--- src/rtl/lcd_text_buffer.sv ---
// Writable 2x16 character buffer for the LCD controller: a valid/ready write
// stream with terminal-style control codes, and a ROM-compatible combinational read port.
module lcd_text_buffer #(
    parameter logic [7:0] CLEAR_CHAR = 8'h20
) (
    input  logic       CLOCK_50,
    input  logic       reset,
    input  logic [7:0] in_char,
    input  logic       in_valid,
    output logic       in_ready,
    input  logic [4:0] lcd_index,
    output logic [7:0] lcd_char,
    output logic [4:0] cursor,
    output logic       busy
);

    typedef enum logic {
        ST_CLEAR = 1'b0,
        ST_IDLE  = 1'b1
    } state_t;

    state_t     state_q, state_d;
    logic [4:0] clr_cnt_q, clr_cnt_d;
    logic [4:0] cursor_q, cursor_d;
    logic       in_ready_q;
    logic       busy_q;
    logic [7:0] mem_q [32];

    logic       we;
    logic [4:0] waddr;
    logic [7:0] wdata;
    logic       xfer;
    logic       printable;

    assign xfer      = in_valid && in_ready_q;
    assign printable = (in_char >= 8'h20) && (in_char <= 8'h7E);

    always_comb begin
        state_d   = state_q;
        clr_cnt_d = clr_cnt_q;
        cursor_d  = cursor_q;
        we        = 1'b0;
        waddr     = clr_cnt_q;
        wdata     = CLEAR_CHAR;
        case (state_q)
            ST_CLEAR: begin
                we        = 1'b1;
                clr_cnt_d = clr_cnt_q + 5'd1;
                if (clr_cnt_q == 5'd31) begin
                    state_d  = ST_IDLE;
                    cursor_d = 5'd0;
                end
            end
            ST_IDLE: begin
                if (xfer) begin
                    if (printable) begin
                        we       = 1'b1;
                        waddr    = cursor_q;
                        wdata    = in_char;
                        cursor_d = cursor_q + 5'd1;
                    end else begin
                        case (in_char)
                            8'h0D: cursor_d = {cursor_q[4], 4'b0000};
                            8'h0A: cursor_d = {~cursor_q[4], 4'b0000};
                            8'h08: cursor_d = cursor_q - 5'd1;
                            8'h0C: begin
                                state_d   = ST_CLEAR;
                                clr_cnt_d = 5'd0;
                            end
                            default: ;
                        endcase
                    end
                end
            end
            default: state_d = ST_CLEAR;
        endcase
    end

    // Handshake flags follow the next state so in_ready never depends on in_valid.
    always_ff @(posedge CLOCK_50) begin
        if (reset) begin
            state_q    <= ST_CLEAR;
            clr_cnt_q  <= 5'd0;
            cursor_q   <= 5'd0;
            in_ready_q <= 1'b0;
            busy_q     <= 1'b1;
        end else begin
            state_q    <= state_d;
            clr_cnt_q  <= clr_cnt_d;
            cursor_q   <= cursor_d;
            in_ready_q <= (state_d == ST_IDLE);
            busy_q     <= (state_d == ST_CLEAR);
        end
    end

    always_ff @(posedge CLOCK_50) begin
        if (we && !reset) begin
            mem_q[waddr] <= wdata;
        end
    end

    assign lcd_char = mem_q[lcd_index];
    assign in_ready = in_ready_q;
    assign cursor   = cursor_q;
    assign busy     = busy_q;

endmodule

--- config.mk ---
export PLATFORM = sky130hd
export DESIGN_NAME = lcd_text_buffer
export DESIGN_NICKNAME = d
export VERILOG_FILES = /design/src/rtl/lcd_text_buffer.sv
export SDC_FILE = /design/constraint.sdc
export NUM_CORES = 1
export LEC_CHECK = 0
export ABC_AREA = 1
export BUFFER_PORTS_ARGS = -buffer_cell sky130_fd_sc_hd__clkbuf_2
export CAP_MARGIN = 20
export CORE_UTILIZATION = 55
export CTS_CLUSTER_DIAMETER = 40
export DETAILED_ROUTE_END_ITERATION = 10
export PLACE_DENSITY_LB_ADDON = 0.15
export RECOVER_POWER = 50
export SLEW_MARGIN = 20
export SYNTH_ARGS = -nofsm -noshare
export SYNTH_HDL_FRONTEND = slang
export SYNTH_SLANG_ARGS = --single-unit
--- constraint.sdc ---
create_clock -name CLOCK_50 -period 2.8 [get_ports CLOCK_50]
set_clock_uncertainty 0.1 [all_clocks]
set_input_delay 0.28 -clock CLOCK_50 [delete_from_list [all_inputs] [get_ports CLOCK_50]]
set_output_delay 0.28 -clock CLOCK_50 [all_outputs]
set_load 0.03 [all_outputs]
-- Word level (Yosys, flattened, before mapping)
Memory sizes are Yosys's and may differ from the RTL's.
Cells that the tools add are included.
- flip-flop bits (word level): 12
- memory bits (writable): 256
- input port bits: 16
- output and inout bits: 15
- memories: 1
- add/subtract/negate cells: 3
- order comparisons: 2
- equality and inequality tests: 12
- muxes and demuxes: 25
- bitwise logic cells: 3
- reductions and logical operators: 7
- memories (memory ; words ; bits a word ; read ports ; clocked after memory_dff ; write ports ; RTL line ; source):
    mem_q ; 32 ; 8 ; 1 ; 0 ; 1 ; 27 ; logic [7:0] mem_q [32];
- operator list (kind ; number):
    $mux 5 ; 9
    $eq 8x4->1 const B ; 4
    $mux 8 ; 3
    $pmux 5 s2 ; 2
    $pmux 5 s3 ; 1
    $add 5x1->5 const B ; 2
    $ge 8x6->1 const B ; 1
    $le 8x7->1 const B ; 1
    $mux 1 ; 8
    $reduce_and 3->1 ; 2
    $eq 5x5->1 const B ; 1
    $ne 5x1->1 const B ; 1
    $sub 5x1->5 const B ; 1
    $ne 2x1->1 const B ; 2
    $ne 2x2->1 const B ; 2
    $ne 4x1->1 const B ; 1
    $pmux 1 s2 ; 2
    $reduce_and 4->1 ; 1
    $logic_and 1x1->1 ; 3
    $ne 3x3->1 const B ; 1
    $not 1->1 ; 3
    $logic_not 1->1 ; 1

-- Longest topological paths before layout
- word-level depth: 8
- depth in mapped cells: 12
- mapped depth without buffers: 11

-- Least setup slack after synthesis
Ideal clock, no wire load.
- kind: register -> register
- start: register in_ready_q, in the netlist in_ready
- end: memory mem_q[0][6] (data pin)
- setup time: 351 ps
- arrival time: 1861 ps
- setup slack: 488 ps
- stages on the path, launching flop included: 6
- clock period less this slack: 2312 ps
- cell sequence: dfxtp_1 > nand2_1 > nor2_2 > buf_4 > inv_1 > nor2_1
- word-level cells in the longest chain between the ends: 3
- RTL lines (element ; RTL line ; source):
    start: declaration ; 25 ; logic in_ready_q;
    start signal: assignment ; 91 ; in_ready_q <= (state_d == ST_IDLE);
    $logic_and 1x1->1 ; 35 ; assign xfer = in_valid && in_ready_q;
    $mux 8 ; 55 ; if (xfer) begin
    $mux 8 * ; 45 ; case (state_q)
    via wdata[6] ; 31 ; logic [7:0] wdata;
    end: declaration ; 27 ;
Mark *: on every way through the listed nets, which the timed path passes. The rest lies on a longest branch.

-- Worst setup path in the final report
- start: register in_ready_q, in the netlist in_ready
- end: memory mem_q[4][2], enable pin
- word-level cells in the longest chain between the ends: 6
- elaborated cells on any way between the ends: 9
- RTL lines (element ; RTL line ; source):
    $logic_and 1x1->1 ; 35 ;
    $mux 1 ; 55 ;
    $pmux 1 s2 ; 45 ;
    $logic_and 1x1->1 ; 97 ; if (we && !reset) begin
    $mux 1 ; 97 ;
    $mux 1 (implied by the code) ; 98 ; mem_q[waddr] <= wdata;
Parallel ways exist; a longest one is shown, timed or not.

==> impl_metrics.prom <==
# TYPE chip_impl_metric gauge
chip_impl_metric{name="initial_core_util",unit=""} 0.564
chip_impl_info{name="cts-root-buf",value="clkbuf_16"} 1
chip_impl_info{name="run_status",value="completed"} 1
chip_impl_metric{name="cp_data_required_time",unit="ps"} 2910
chip_impl_info{name="yosys.cell_count.top_type",value="nand2_1"} 1
chip_impl_metric{name="finalNetCount",unit=""} 1177
chip_impl_metric{name="min_period",unit="ps"} 2450
chip_impl_metric{name="via_count_of_the_first_global_routing_pass",unit=""} 7840
chip_impl_metric{name="report.final.setup_viol",unit=""} 0
chip_impl_info{name="crit_chain",value="nand2_1, nor2_2, clkbuf_1, o21ai_0, nand3_1, nor2_1, buf_4"} 1
chip_impl_metric{name="drt_wl_total",unit="mm"} 27.0
chip_impl_info{name="netlist_top_cells_count",value="344 x nand2_1, 256 x edfxtp_1, 186 x nand3_1, 72 x nor2_1, 56 x a21oi_1"} 1
chip_impl_metric{name="totalNegativeSetupSlack",unit="ps"} 0
chip_impl_metric{name="die-height",unit="µm"} 146
chip_impl_metric{name="area_delta_synth_final",unit="%"} 17.2
chip_impl_metric{name="crit_buf_inv",unit=""} 2
chip_impl_metric{name="asyncSetResetFlopFracSynth",unit=""} 0
chip_impl_metric{name="synthCells",unit=""} 1059
chip_impl_metric{name="wl_per_cell",unit="µm"} 18.6
chip_impl_metric{name="coreArea",unit="µm²"} 20300
chip_impl_metric{name="power.density",unit="nW/µm²"} 692
chip_impl_metric{name="cts.clk_slew.worst_paths",unit="ps"} 50
chip_impl_metric{name="fmax",unit="GHz"} 0.409
chip_impl_metric{name="hpwl",unit="mm"} 16.2
chip_impl_metric{name="drt_via_density",unit=""} 5.56
chip_impl_info{name="worstSetupEndpointType",value="flip-flop"} 1
chip_impl_metric{name="final_antenna_net_count",unit=""} 0
chip_impl_metric{name="die_x",unit="µm"} 146
chip_impl_info{name="rsz0062_at_grt",value="no"} 1
chip_impl_info{name="path_delay_family",value="simple AND/OR/NAND/NOR gates"} 1
chip_impl_metric{name="clk_path_buf_depth",unit=""} 3
chip_impl_metric{name="postSynthAreaPerCell",unit="µm²"} 10.8
chip_impl_metric{name="synth_warnings",unit=""} 0
chip_impl_metric{name="timing_worst_slew_pin_value",unit="ps"} 1380
chip_impl_metric{name="first_pass_iters",unit=""} 5
chip_impl_metric{name="clock_sinks",unit=""} 268
chip_impl_metric{name="num_antenna_cells",unit=""} 0
chip_impl_metric{name="postSynthRegisterBits",unit=""} 268
chip_impl_metric{name="power_leakage",unit="nW"} 5.08
chip_impl_metric{name="overflow",unit=""} 0
chip_impl_info{name="synthFlopType",value="edfxtp_1"} 1
chip_impl_metric{name="io_pins",unit=""} 31
chip_impl_metric{name="detail_route.iter0.violations",unit=""} 672
chip_impl_metric{name="cpPeakStageDelay",unit="ps"} 440
chip_impl_metric{name="finalWeightedCongestion",unit=""} 0.838
chip_impl_info{name="yosys.area.top_type",value="edfxtp_1"} 1
chip_impl_metric{name="drive_gt1_frac",unit=""} 0.131
chip_impl_metric{name="slew_headroom",unit=""} 0.0802
chip_impl_metric{name="globalRouteTotalUtil",unit=""} 0.261
chip_impl_metric{name="synth_sequential_area_ratio",unit=""} 0.692
chip_impl_metric{name="die_area",unit="µm²"} 21400
chip_impl_metric{name="syn-cell-area",unit="µm²"} 11400
chip_impl_metric{name="antenna_violations_before_repair",unit=""} 0
chip_impl_info{name="holdCritPathClass",value="input port to flip-flop"} 1
chip_impl_metric{name="layout_worst_path_cycle_share",unit=""} 0.874
chip_impl_metric{name="number_of_h_tree_levels",unit=""} 2
chip_impl_info{name="cts_tree",value="done"} 1
chip_impl_metric{name="fillCellCount",unit=""} 1602
chip_impl_metric{name="final-max-slew-violation-count",unit=""} 0
chip_impl_info{name="yosys-top-cells-area",value="edfxtp_1 67%, nand2_1 11%, nand3_1 8.1%, a21oi_1 2.4%, nor2_1 2.4%"} 1
chip_impl_info{name="critical-path-slowest-cell",value="o21ai_0"} 1
chip_impl_metric{name="yosysUniqueCellTypes",unit=""} 29
chip_impl_metric{name="maximum_number_of_pins_on_one_net_before_global_route_repair",unit=""} 129
chip_impl_metric{name="number_of_synthesized_flops_with_an_enable_pin",unit=""} 256
chip_impl_metric{name="synth_largest_type_area_fraction",unit=""} 0.671
chip_impl_metric{name="finalHoldViolations",unit=""} 0
chip_impl_metric{name="core.rowCount",unit=""} 52
chip_impl_metric{name="worstPathMaxFanout",unit=""} 13
chip_impl_metric{name="grt_pass1_wl",unit="mm"} 42.4
chip_impl_info{name="crit_type",value="flip-flop to flip-flop"} 1
chip_impl_metric{name="cts_inserted_buffers",unit=""} 36
chip_impl_metric{name="clk_latency",unit="ps"} 510
chip_impl_metric{name="design_power_total",unit="mW"} 9.28
chip_impl_metric{name="critical_path_arrival",unit="ps"} 2560
chip_impl_metric{name="vias",unit=""} 8079
chip_impl_metric{name="place.port_buffers",unit=""} 30
chip_impl_metric{name="fin_util",unit=""} 0.661
chip_impl_metric{name="drc_errors",unit=""} 0
chip_impl_info{name="worst_setup_path_start_kind",value="flip-flop"} 1
chip_impl_metric{name="max_cap_violations",unit=""} 0
chip_impl_metric{name="post_cts_resized",unit=""} 0
chip_impl_metric{name="peakVddDrop",unit="V"} 0.000622
## placed cells by master, fill, tap and decap left out, types with 3 or more instances in the layout
| cell type | Yosys | routed |
|---|---|---|
| xor2_1 | 3 | 3 |
| inv_2 | 3 | 3 |
| o21ai_2 | 8 | 7 |
| clkinv_2 | 0 | 7 |
| nand2_1 | 344 | 345 |
| nand3_2 | 4 | 4 |
| nor2_1 | 72 | 67 |
| clkinvlp_4 | 0 | 3 |
| inv_6 | 0 | 4 |
| buf_4 | 2 | 39 |
| a21oi_1 | 56 | 56 |
| clkbuf_16 | 0 | 37 |
| clkbuf_2 | 0 | 27 |
| clkbuf_1 | 17 | 17 |
| inv_1 | 24 | 23 |
| nor2_2 | 1 | 6 |
| nand3_1 | 186 | 186 |
| clkinv_4 | 0 | 4 |
| nor3_1 | 4 | 4 |
| buf_12 | 0 | 6 |
| clkinv_1 | 1 | 3 |
| dfxtp_1 | 12 | 12 |
| edfxtp_1 | 256 | 256 |
| ha_1 | 4 | 4 |
| bufinv_16 | 0 | 3 |
| o31ai_1 | 8 | 8 |
| o21ai_0 | 6 | 7 |
| conb_1 | 1 | 32 |
## metal layers
metal	wire, µm	up-vias	share of wire	global-route usage
met4	924	0	0.034	0.118
met3	1590	65	0.059	0.0328
met2	13100	306	0.49	0.429
met1	11400	3852	0.42	0.351
met5	0	-	0	0
li1	-	3856	-	-
## power by group
| part | switching, mW | leakage, nW | internal [mW] |
|---|---|---|---|
| logic | 0.357 | 2.09 | 0.147 |
| clock network | 1.69 | 0.565 | 2.71 |
| registers | 0.00977 | 2.42 | 4.36 |
## what timing repair did
action                                 CTS  global route
buffers inserted                         0             0
endpoints found under the hold margin    6             0
hold buffers                             1             0
## worst register-to-register path, stage by stage, from the launching register on
cell,delay [ps]
dfxtp_1,310
nand2_1,150
nor2_2,140
clkbuf_1,210
o21ai_0,440
nand3_1,330
nor2_1,240
buf_4,220
## layout make-up
type	instances	area (µm²)	share of cell area
flip-flops and latches	268	7930	0.591
multi-input cells	737	3280	0.244
inverters	28	106	0.00793
repair buffers	86	607	0.0452
clock buffers	41	941	0.0701
well taps	270	338	0.0252
clock inverters	22	220	0.0164
## path summary, 6_finish.rpt
kind | cells past startpoint | from | to | slack (ps)
worst min register to register | 2 | cursor[4] | cursor[4] | 440
worst max register to register | 7 | in_ready | mem_q[4][2] | 350
worst max-delay path | 7 | in_ready | mem_q[4][2] | 350
worst min-delay path | 4 | in_valid | in_ready | 70
## sequential cells by signal (all words and copies together) (netlist names)
signal,count
busy,1
clr_cnt_q,5
cursor,5
in_ready,1
mem_q,256
## cell families (layout without fill, tap and decap cells)
logic type      after synthesis  after routing  synth area share
compound gates               81             81            0.0414
xor+xnor                      4              4           0.00306
fa+ha+maj                     4              4           0.00437
buf+inv                      85            177            0.0321
flops                       268            268             0.692
other cells                   1             32          0.000328
simple gates                616            616             0.226
## through the flow
step	worst slack [ps]	hold WS (ps)	cell area, µm²	cells
5_1_grt	178	102	13400	1452
6_report	353	72.4	13400	1452
3_5_place_dp	379	433	12300	1388
2_1_floorplan	488	249	11600	1090
4_1_cts	442	51.8	13500	1452
3_3_place_gp	385	424	12300	1388
No activity file was read; power rests on OpenSTA's default activity.
